`src/rtl/hdmi_hmode_gen.sv`:
```
// Horizontal timing generator: per-clock pixel-valid, hsync, position and line-start strobe
// from a shadowed {npix, sstart, ssend, htotal} mode word. Optional line counter: HDMI_HMODE_GEN_LINECOUNT_EN.
module hdmi_hmode_gen #(
    parameter logic [63:0] INITIAL_HMODE = 64'h0780_07d8_0804_0898,
    parameter logic        HSYNC_ACTIVE  = 1'b1
) (
    input  logic        i_clk,
    input  logic        i_reset,
    input  logic        i_en,
    input  logic        i_load,
    input  logic [63:0] i_hmode,
`ifdef HDMI_HMODE_GEN_LINECOUNT_EN
    input  logic [15:0] i_vtotal,
`endif
    output logic        o_ispix,
    output logic        o_hsync,
    output logic [15:0] o_hpos,
    output logic        o_newline,
    output logic [63:0] o_mode,
    output logic        o_err
`ifdef HDMI_HMODE_GEN_LINECOUNT_EN
    ,
    output logic [15:0] o_vpos,
    output logic        o_newframe
`endif
);

    // state  | meaning
    // IDLE   | out of reset, waiting for the first enabled edge
    // ACTIVE | hpos < npix, pixels valid
    // SHELF  | npix <= hpos < sstart (front porch)
    // SYNC   | sstart <= hpos < ssend, hsync asserted
    // BACK   | ssend <= hpos < htotal (back porch)
    typedef enum logic [2:0] {
        ST_IDLE,
        ST_ACTIVE,
        ST_SHELF,
        ST_SYNC,
        ST_BACK
    } state_t;

    state_t      state_q, state_d;
    logic [15:0] hpos_q, hpos_d;
    logic        newline_q, newline_d;
    logic [63:0] mode_q, mode_d;
    logic [63:0] pend_q, pend_d;
    logic        pend_vld_q, pend_vld_d;
    logic        err_q, err_d;
    logic        at_end;
    logic        line_start;

    function automatic logic hmode_ok(input logic [63:0] m);
        logic [15:0] np, ss, se, ht;
        np = m[63:48];
        ss = m[47:32];
        se = m[31:16];
        ht = m[15:0];
        return (np != 16'd0) && (np <= ss) && (ss < se) && (se <= ht);
    endfunction

    function automatic state_t range_state(input logic [15:0] h, input logic [63:0] m);
        state_t s;
        if (h < m[63:48]) begin
            s = ST_ACTIVE;
        end else if (h < m[47:32]) begin
            s = ST_SHELF;
        end else if (h < m[31:16]) begin
            s = ST_SYNC;
        end else begin
            s = ST_BACK;
        end
        return s;
    endfunction

    // widened so htotal = 16'hffff cannot alias through the +1
    assign at_end = ({1'b0, hpos_q} + 17'd1) == {1'b0, mode_q[15:0]};

    always_ff @(posedge i_clk) begin
        if (i_reset) begin
            state_q    <= ST_IDLE;
            hpos_q     <= 16'd0;
            newline_q  <= 1'b0;
            mode_q     <= INITIAL_HMODE;
            pend_q     <= 64'd0;
            pend_vld_q <= 1'b0;
            err_q      <= 1'b0;
        end else begin
            state_q    <= state_d;
            hpos_q     <= hpos_d;
            newline_q  <= newline_d;
            mode_q     <= mode_d;
            pend_q     <= pend_d;
            pend_vld_q <= pend_vld_d;
            err_q      <= err_d;
        end
    end

    always_comb begin
        state_d    = state_q;
        hpos_d     = hpos_q;
        newline_d  = 1'b0;
        mode_d     = mode_q;
        pend_d     = pend_q;
        pend_vld_d = pend_vld_q;
        err_d      = err_q;
        line_start = 1'b0;
        if (i_en) begin
            if (state_q == ST_IDLE || at_end) begin
                line_start = 1'b1;
                hpos_d     = 16'd0;
                state_d    = ST_ACTIVE;
                newline_d  = 1'b1;
                if (pend_vld_q) begin
                    mode_d     = pend_q;
                    pend_vld_d = 1'b0;
                end
            end else begin
                hpos_d  = hpos_q + 16'd1;
                state_d = range_state(hpos_d, mode_q);
            end
        end
        // evaluated after the line-boundary apply so a load on a wrap edge stays pending
        if (i_load) begin
            if (hmode_ok(i_hmode)) begin
                pend_d     = i_hmode;
                pend_vld_d = 1'b1;
                err_d      = 1'b0;
            end else begin
                err_d = 1'b1;
            end
        end
    end

    always_comb begin
        o_ispix   = (state_q == ST_ACTIVE);
        o_hsync   = (state_q == ST_SYNC) ? HSYNC_ACTIVE : ~HSYNC_ACTIVE;
        o_hpos    = hpos_q;
        o_newline = newline_q;
        o_mode    = mode_q;
        o_err     = err_q;
    end

`ifdef HDMI_HMODE_GEN_LINECOUNT_EN
    logic [15:0] vpos_q, vpos_d;
    logic        newframe_q, newframe_d;
    logic        v_at_end;

    assign v_at_end = (i_vtotal == 16'd0) ||
                      (({1'b0, vpos_q} + 17'd1) == {1'b0, i_vtotal});

    always_ff @(posedge i_clk) begin
        if (i_reset) begin
            vpos_q     <= 16'd0;
            newframe_q <= 1'b0;
        end else begin
            vpos_q     <= vpos_d;
            newframe_q <= newframe_d;
        end
    end

    always_comb begin
        vpos_d     = vpos_q;
        newframe_d = 1'b0;
        if (line_start) begin
            if (state_q == ST_IDLE || v_at_end) begin
                vpos_d     = 16'd0;
                newframe_d = 1'b1;
            end else begin
                vpos_d = vpos_q + 16'd1;
            end
        end
    end

    assign o_vpos     = vpos_q;
    assign o_newframe = newframe_q;
`endif

endmodule
```
`config.mk`:
```
export PLATFORM = sky130hd
export DESIGN_NAME = hdmi_hmode_gen
export DESIGN_NICKNAME = d
export VERILOG_FILES = /design/src/rtl/hdmi_hmode_gen.sv
export SDC_FILE = /design/constraint.sdc
export NUM_CORES = 1
export LEC_CHECK = 0
export ABC_AREA = 0
export CORE_AREA = 2 2 128 130
export CTS_BUF_LIST = sky130_fd_sc_hd__clkbuf_4 sky130_fd_sc_hd__clkbuf_8
export CTS_CLUSTER_DIAMETER = 100
export DETAILED_ROUTE_END_ITERATION = 10
export DIE_AREA = 0 0 130 132
export PLACE_DENSITY = 0.82
export REMOVE_ABC_BUFFERS = 1
export SLEW_MARGIN = 20
export SYNTH_ARGS = -nofsm -noshare
export SYNTH_HDL_FRONTEND = slang
export SYNTH_SLANG_ARGS = --single-unit
```
`constraint.sdc`:
```
create_clock -name i_clk -period 10 [get_ports i_clk]
set_input_delay 2 -clock i_clk [delete_from_list [all_inputs] [get_ports i_clk]]
set_output_delay 2 -clock i_clk [all_outputs]
set_load 0.1 [all_outputs]
```
## Yosys cells after proc, flatten, opt, wreduce, memory -nomap -nowiden

Cells that the tools add are included.

| storage, ports and cells | value |
|---|---|
| output and inout bits | 84 |
| word-level logic and storage cells | 40 |
| register bits after elaboration | 150 |

| cells by class | value |
|---|---|
| bitwise operators | 1 |
| $lt $le $gt $ge | 6 |
| reductions and logical operators | 9 |
| $add $sub $neg | 2 |
| equal/unequal tests | 3 |
| mux-type cells | 12 |

Operators with widths:

| cell | number |
|---|---|
| < comparator 16 bit | 4 |
| <= comparator 16 bit | 2 |
| adder 16 x 1 -> 17 bit, second input constant | 1 |
| == test 17 x 16 -> 1 bit | 1 |
| adder 16 x 1 -> 16 bit, second input constant | 1 |
| 2-to-1 mux 16 bit | 1 |
| nonzero test 16 bit | 1 |
| 2-to-1 mux 3 bit | 4 |
| 2-to-1 mux 1 bit | 7 |
| == test 3 x 1 -> 1 bit, second input constant | 1 |
| == test 3 x 2 -> 1 bit, second input constant | 1 |
| logical AND 1 bit | 3 |
| logical NOT 3 bit | 1 |
| AND reduction 3 bit | 1 |
| AND reduction 2 bit | 1 |
| OR reduction 2 bit | 1 |
| logical OR 1 bit | 1 |
| inverter 1 bit | 1 |

## Longest topological paths before layout

Gate-level depths: netlist of run 1.

| depth | value |
|---|---|
| depth after elaboration | 7 |
| depth in mapped cells | 15 |
| mapped depth without buffers | 13 |

## Least setup slack after synthesis of run 1

Ideal clock, no wire load.

| path | value |
|---|---|
| path type | register -> output |
| start | register state_q[0] |
| end | output port o_ispix |
| arrival time | 2.562 ns |
| cell stages (with the launch flop) | 2 |
| slack | 5.438 ns |
| buffers on the path | 0 |
| cells stage by stage | dfxtp_1 -> nor3b_1 |

| on the way | value |
|---|---|
| cells in the longest elaborated chain, start to end | 1 |

RTL lines:

| item | line | text |
|---|---|---|
| from (decl) | 42 | `state_t state_q, state_d;` |
| from (signal assigned) | 88 | `state_q <= state_d;` |
| == test 3 x 1 -> 1 bit | 135 | `o_ispix = (state_q == ST_ACTIVE);` |
| to (decl) | 15 | `output logic o_ispix,` |

No other way between the ends.

## Worst setup path after layout of run 1

| path | value |
|---|---|
| start | input port i_hmode[17] |
| end | register pend_q[24] |

| on the way | value |
|---|---|
| cells in the longest elaborated chain, start to end | 4 |
| elaborated cells between the ends (all ways) | 5 |
| those cells by class | order compare: 2; reduce/logical: 3 |

RTL lines:

| item | line | text |
|---|---|---|
| from (decl) | 11 | `input logic [63:0] i_hmode,` |
| < comparator 16 bit | 58 | `return (np != 16'd0) && (np <= ss) && (ss < se) && (se <= ht);` |
| logical AND 1 bit | 58 |  |
| logical AND 1 bit * | 58 |  |
| AND reduction 2 bit (no source line) * | - |  |
| to (signal assigned) | 92 | `pend_q <= pend_d;` |
| to (decl) | 46 | `logic [63:0] pend_q, pend_d;` |

Every way passes the cells marked *; elsewhere a longest branch is shown, timed or not.
A chain may end at the register's enable or synchronous reset.

==> metrics.csv, run 1 <==
stage;metric;value;unit
run_status;outcome;complete, no violations;
critical_path;critical-path cell with the highest stage delay;buf_4;
floorplanning;placeable core region;15700;um^2
critical_path;critical path, cell by cell;clkdlybuf4s50_1, inv_1, ha_1, a21o_1, a211oi_1, o21bai_1, a2111o_1, a2111oi_4, buf_4, mux2i_1, nor2_1;
power;power share of the combinational group;13.7;%
timing;slew at the pin closest to its max-slew limit;1.05;ns
clock_network;Clk Latency, worst-skew pair;0.46;ns
finish;FF+latch area;3000;um^2
routing;Pre-Repair DR Iteration Count;4;
worst_hold_path;Hold Path Stages;2;
synthesis;Post-Syn Instances;933;
global_route;vias in the first global route;7056;
routing;average detailed-routed wire length per instance;17.8;um
clock_network;Post-CTS Setup Repair Bufs;0;
critical_path;family of cells with the greatest summed delay on the critical path;compound AO/OA/AOI/OAI gates;
timing;Total Neg Setup Slack;0;ns
clock_network;cell at the root of the clock tree;clkbuf_8;
synthesis;synthesis-stage register bit count;150;
finish;ratio of cells with drive above 1 in the final layout;4.74;%
power;Switching Fraction;26.1;%
clock_network;# resized after CTS;0;
synthesis;Async SR Flop Fraction;0;%
finish;number of fillers in the final layout;1256;
synthesis;number of distinct library cells after synthesis;61;
global_route;GRT Overall Usage;27.0;%
global_route;largest net degree at the start of global routing;71;
power;Seq pwr share;46.1;%
floorplanning;initial cell density of the core;54.0;%
critical_path;startpoint of the most critical register-to-register path;o_hpos[0];
synthesis;number of flops mapped to enable cells by yosys;0;
placement;count of placed standard cells including taps;1260;
critical_path;Critical Path Source;i_hmode[17];
critical_path;Critical Path Max Stage Delay;0.67;ns
finish;count of non-filler cells in the finished layout;1292;
finish;Multi-input gate area;4860;um^2
synthesis;Syn Area/Cell;9.10;um^2
critical_path;data arrival at the endpoint of the critical path;5.32;ns
power;Leak;4.39;nW
timing;highest clock frequency the design can meet;0.200;GHz
clock_network;CTS buffer count;17;
critical_path;Critical Path RT;10.32;ns
clock_network;deepest level of the CTS H-tree;4;
timing;skew final;0.00988;ns
power;switching power of the nets;0.000353;W
synthesis;cell types with the largest area share after synthesis;dfxtp_1 35%, ha_1 14%, mux2i_1 13%;
timing;post-route clock period utilization;50.0;%
power;power per cell area;128;nW/um^2
clock_network;clock tree from TritonCTS;yes;
critical_path;register-to-register setup slack;5.78;ns
clock_network;post-CTS clock slew at the launch and capture registers of the worst setup and hold paths;0.08;ns
floorplanning;IO Pins;152;
placement;count of input and output buffers;151;
placement;weighted congestion reported at the end of routability-driven placement;0.894;
synthesis;share of the yosys chip area belonging to registers;35.4;%
routing;post-detailed-route via-to-cell ratio;5.62;
critical_path;type of element launching the critical path;primary input;
critical_path;endpoint kind of the worst setup timing path;flip-flop;
worst_hold_path;classification of the worst-slack hold path;flip-flop to flip-flop;
timing;unrepaired setup endpoints after global routing;false;
placement;sum of net half-perimeters after detailed placement;17.1;mm
global_route;global-route wire length before repair;36.2;mm
synthesis;number of warnings reported in the yosys synthesis log;0;
power;maximum vdd ir drop;0.110;mV
synthesis;synthesized area;8490;um^2
synthesis;Commonest cells post-synth;150 x dfxtp_1, 136 x nor2_1, 114 x mux2i_1;
critical_path;R2R Path End;state_q[0];
routing;Initial DRC Count;500;
critical_path;Crit path buffers/inverters;3;
worst_hold_path;worst min-delay path startpoint;pend_q[42];
timing;max-slew violation count;0;
synthesis;most area-hungry cell type in the Yosys netlist;dfxtp_1;
synthesis;Primary FF master, synth;dfxtp_1;
routing;total number of vias;7267;
finish;Layout Area Growth over Synthesis;24.3;%
global_route;total congestion overflow;0;
job;maximum capacitance violations;0;
floorplanning;number of placement rows;46;
finish;ANT cells;0;
clock_network;clk buf depth;2;
timing;count of endpoints failing hold in the final timing report;0;
power;power share of the clock group;40.2;%
critical_path;critical path start-end classification;primary input to flip-flop;
critical_path;path depth of the worst reg2reg path;13;
timing;final setup vio count;0;
power;cell internal pwr;0.000999;W
routing;post-detailed-routing wire length;23.0;mm
routing;post-detailed-route count of antenna-violating nets;0;
worst_hold_path;Worst Hold Path EP;o_mode[42];
floorplanning;Die X;130;um
synthesis;most numerous cell in the Yosys netlist;dfxtp_1;
timing;max_slew headroom;30.0;%
floorplanning;die span in y;132;um
finish;net count of the finished layout;1224;
timing;Period minus WS final;5.00;ns
global_route;antenna violations before repair;0;
critical_path;worst-path maximum fanout;41;
synthesis;share of Yosys cell area claimed by the top area cell type;35.4;%
clock_network;clk sink count;150;
clock_network;number of buffers inserted by hold repair at cts;0;
floorplanning;die footprint;17200;um^2
routing;Residual DRC;0;
worst max path at each step:
stage | to | slack, ns | cells past startpoint
finish | pend_q[24] | 5.00 | 11
global route | pend_q[24] | 4.85 | 11
CTS | pend_q[24] | 5.04 | 11
detailed placement | pend_q[24] | 4.62 | 11
global placement | pend_q[24] | 4.75 | 11
floorplan | o_mode[0] | 2.73 | 9
sequential cells by signal, summed over array words and instances, names as in the netlist:
name	cells
o_mode	64
pend_q	64
o_hpos	16
state_q	3
o_err	1
o_newline	1
pend_vld_q	1
layer usage:
layer,vias to the layer above,routed length [um],share of wire (%),track usage [%]
met5,-,0,0,0
met1,3460,10300,45,36.1
met2,238,10900,47,43.5
met4,0,592,2.6,9.68
li1,3524,-,-,-
met3,45,1270,5.5,4.83
power by group through the flow:
| stage | logic (W) | clock network [W] | registers, W |
|---|---|---|---|
| 2_1_floorplan | 0.0000921 | 0 | 0.000655 |
| 3_3_place_gp | 0.000178 | 0 | 0.000636 |
| 3_5_place_dp | 0.000183 | 0 | 0.000637 |
| 4_1_cts | 0.000185 | 0.000549 | 0.000623 |
| 5_1_grt | 0.000200 | 0.000572 | 0.000625 |
| 6_report | 0.000185 | 0.000543 | 0.000624 |
stage by stage:
step,power (W),worst slack (ns),instance area [um^2],hold slack [ns],util [%]
floorplan,0.000747,2.73,8230,0.454,-
global placement,0.000814,4.75,10100,0.466,64.0
detailed placement,0.000820,4.62,10100,0.476,64.2
CTS,0.00136,5.04,10500,0.493,67.1
global route,0.00140,4.85,10500,0.517,67.1
finish,0.00135,5.00,10500,0.495,67.1
cells in the final DEF (no fill, tap or decap), types with 5 or more instances in the layout:
| master | n |
|---|---|
| bufinv_16 | 5 |
| inv_1 | 98 |
| a2111oi_0 | 5 |
| a211oi_1 | 6 |
| nand3_1 | 7 |
| xor2_1 | 11 |
| nor4_1 | 7 |
| nand2b_1 | 6 |
| clkbuf_8 | 18 |
| a22o_1 | 12 |
| mux2i_1 | 114 |
| nor2_1 | 136 |
| and3_1 | 7 |
| dfxtp_1 | 150 |
| ha_1 | 93 |
| buf_4 | 6 |
| a21oi_1 | 28 |
| o211ai_1 | 20 |
| clkdlybuf4s50_1 | 150 |
| nand2_1 | 34 |
| nor3_1 | 10 |
| o21ai_0 | 21 |
| a21o_1 | 21 |
| nor2b_1 | 6 |
| nand4_1 | 20 |
| clkinvlp_4 | 5 |
| xnor2_1 | 11 |
area by class of cell:
cell class | count | area share, %
multi-input cells | 638 | 46.1
repair buffers | 157 | 14.9
well taps | 216 | 2.56
inverters | 99 | 3.52
clock inverters | 12 | 1.91
clock buffers | 20 | 2.49
flip-flops and latches | 150 | 28.5
cells by family (layout without fill, tap and decap cells):
kind of cell               Yosys count  in the layout  synth area share (%)
AOI/OAI and AO/OA                  148            148                  12.5
xor gates and xnor gates            26             26                  3.33
adders and majority gates           93             93                  13.7
buffers and inverters              145            288                  7.43
DFF                                150            150                  35.4
muxes                              114            114                  13.4
and+or+nand+nor                    257            257                  14.2
worst min-delay path, cell delays in order (launching register included):
cell      delay [ns]
dfxtp_1         0.32
nand2_1         0.05
o211ai_1        0.08
(Power assumes the default switching activity.)
==> inputs of run 2 (changes only) <==
==> constraint.sdc (replaced) <==
create_clock -name i_clk -period 5.07 [get_ports i_clk]
set_input_delay 1.014 -clock i_clk [delete_from_list [all_inputs] [get_ports i_clk]]
set_output_delay 1.014 -clock i_clk [all_outputs]
set_load 0.1 [all_outputs]
==> metrics.csv, run 2 (synthesized netlist as in run 1, its figures left out) <==
stage;metric;value;unit;change
run_status;outcome;complete, no violations;;
routing;Pre-Repair DR Iteration Count;5;;+1
power;power per cell area;243;nW/um^2;+89%
clock_network;clock tree from TritonCTS;yes;;
critical_path;startpoint of the most critical register-to-register path;o_hpos[4];;
global_route;GRT Overall Usage;27.1;%;+0.10 points
floorplanning;number of placement rows;46;;unchanged
timing;count of endpoints failing hold in the final timing report;0;;unchanged
power;Leak;4.41;nW;+0.44%
placement;count of input and output buffers;151;;unchanged
timing;post-route clock period utilization;77.3;%;
routing;Initial DRC Count;592;;+18%
clock_network;post-CTS clock slew at the launch and capture registers of the worst setup and hold paths;0.08;ns;about the same
finish;Design Area, Final;10500;um^2;-0.25%
floorplanning;IO Pins;152;;unchanged
clock_network;Post-CTS Setup Repair Bufs;0;;unchanged
critical_path;worst-path maximum fanout;12;;-71%
timing;Total Neg Setup Slack;0;ns;unchanged
global_route;vias in the first global route;7145;;+1.3%
floorplanning;initial cell density of the core;54.0;%;unchanged
finish;ratio of cells with drive above 1 in the final layout;5.18;%;+0.44 points
placement;instance area at placement;10100;um^2;+0.30%
floorplanning;Die X;130;um;unchanged
timing;slew at the pin closest to its max-slew limit;1.03;ns;-0.0179 ns
critical_path;R2R Path End;state_q[0];;
worst_hold_path;classification of the worst-slack hold path;flip-flop to flip-flop;;
worst_hold_path;Hold Path Stages;2;;unchanged
timing;max-slew violation count;0;;unchanged
job;maximum capacitance violations;0;;unchanged
critical_path;data arrival at the endpoint of the critical path;4.27;ns;-1.05 ns
timing;Period minus WS final;3.92;ns;
timing;highest clock frequency the design can meet;0.255;GHz;
timing;max_slew headroom;31.2;%;+1.2 points
timing;final setup vio count;0;;unchanged
placement;sum of net half-perimeters after detailed placement;17.1;mm;-0.17%
placement;weighted congestion reported at the end of routability-driven placement;0.921;;+3.1%
clock_network;clk buf depth;2;;unchanged
routing;average detailed-routed wire length per instance;17.5;um;-1.7%
floorplanning;placeable core region;15700;um^2;unchanged
worst_hold_path;worst min-delay path startpoint;pend_q[3];;
clock_network;number of buffers inserted by hold repair at cts;0;;unchanged
critical_path;endpoint kind of the worst setup timing path;flip-flop;;
clock_network;# resized after CTS;0;;unchanged
critical_path;path depth of the worst reg2reg path;14;;+1
timing;unrepaired setup endpoints after global routing;false;;
routing;total number of vias;7322;;+0.76%
critical_path;critical path start-end classification;flip-flop to flip-flop;;
finish;ANT cells;0;;unchanged
clock_network;deepest level of the CTS H-tree;4;;unchanged
routing;post-detailed-route via-to-cell ratio;5.65;;+0.37%
global_route;global-route wire length before repair;36.5;mm;+0.61%
floorplanning;die span in y;132;um;unchanged
timing;skew final;0.0134;ns;+0.00349 ns
routing;post-detailed-routing wire length;22.7;mm;-1.3%
global_route;antenna violations before repair;0;;unchanged
global_route;largest net degree at the start of global routing;71;;unchanged
finish;commonest cells after routing, fill and taps aside;150 x clkdlybuf4s50_1, 150 x dfxtp_1, 136 x nor2_1, 114 x mux2i_1, 98 x inv_1;;
clock_network;clk sink count;150;;unchanged
floorplanning;die footprint;17200;um^2;unchanged
clock_network;CTS buffer count;17;;unchanged
clock_network;Clk Latency, worst-skew pair;0.47;ns;about the same
critical_path;type of element launching the critical path;flip-flop;;
worst_hold_path;Worst Hold Path EP;o_mode[3];;
critical_path;Critical Path RT;5.42;ns;-4.90 ns
routing;Residual DRC;0;;unchanged
finish;Layout Area Growth over Synthesis;24.0;%;
critical_path;register-to-register setup slack;1.15;ns;-4.63 ns
clock_network;cell at the root of the clock tree;clkbuf_8;;
global_route;total congestion overflow;0;;unchanged
routing;post-detailed-route count of antenna-violating nets;0;;unchanged
finish;net count of the finished layout;1229;;+0.41%
power;maximum vdd ir drop;0.133;mV;+22%
-- run 2: changes by cell type in the layout (fill, tap and decap cells not counted), sizes merged --
cell and change:
bufinv -3, clkbuf +4, clkinvlp -4, clkinv +3, buf +5
-- run 2: layout make-up --
class | count | area, um^2
fillers | 1273 | 5190
repair buffers | 162 | 1600
well taps | 216 | 270
clock inverters | 8 | 96.3
inverters | 99 | 372
flip-flops and latches | 150 | 3000
clock buffers | 24 | 312
multi-input cells | 638 | 4860
-- run 2: stage by stage --
step | hold WS (ns) | utilization (%) | power (W) | cells | worst slack (ns)
global placement | 0.466 | 64.4 | 0.00161 | 1265 | 0.934
global route | 0.513 | 67.0 | 0.00265 | 1297 | 0.952
floorplan | 0.454 | - | 0.00147 | 887 | -2.20
finish | 0.494 | 67.0 | 0.00255 | 1297 | 1.15
CTS | 0.496 | 67.0 | 0.00256 | 1297 | 1.21
detailed placement | 0.472 | 64.4 | 0.00162 | 1265 | 0.781
-- run 2: worst max-delay path, cell delays in order, from the launching register on --
cell      delay (ns)
dfxtp_1         0.55
and3_1          0.49
and2_1          0.26
and3_1          0.24
xor2_1          0.16
buf_4           0.16
ha_1            0.24
a21o_1          0.16
a21o_1          0.17
a211oi_1        0.23
o21bai_1        0.12
a21o_1          0.20
a221oi_1        0.34
nor2b_1         0.10
o41a_1          0.40
-- run 2: report_power, final --
group          internal (W)  switching (W)  total, W
registers           0.00121      0.0000184   0.00123
clock network      0.000504       0.000452  0.000955
logic              0.000153       0.000215  0.000368
-- run 2: how the worst max path moves through the flow --
| stage | from | endpoint | slack, ns | cells past startpoint |
|---|---|---|---|---|
| CTS | o_hpos[4] | state_q[0] | 1.21 | 14 |
| finish | o_hpos[4] | state_q[0] | 1.15 | 14 |
| floorplan | o_hpos[0] | o_mode[0] | -2.20 | 9 |
| global placement | i_hmode[17] | pend_q[37] | 0.93 | 11 |
| global route | o_hpos[4] | state_q[0] | 0.95 | 14 |
| detailed placement | i_hmode[17] | pend_q[42] | 0.78 | 11 |
-- run 2: per-layer routing --
metal	wire [um]	global-route usage, %	vias up
li1	-	-	3522
met1	9790	35.4	3473
met2	10900	44.4	276
met3	1400	5.15	51
met4	616	10.0	0
met5	0	0	-
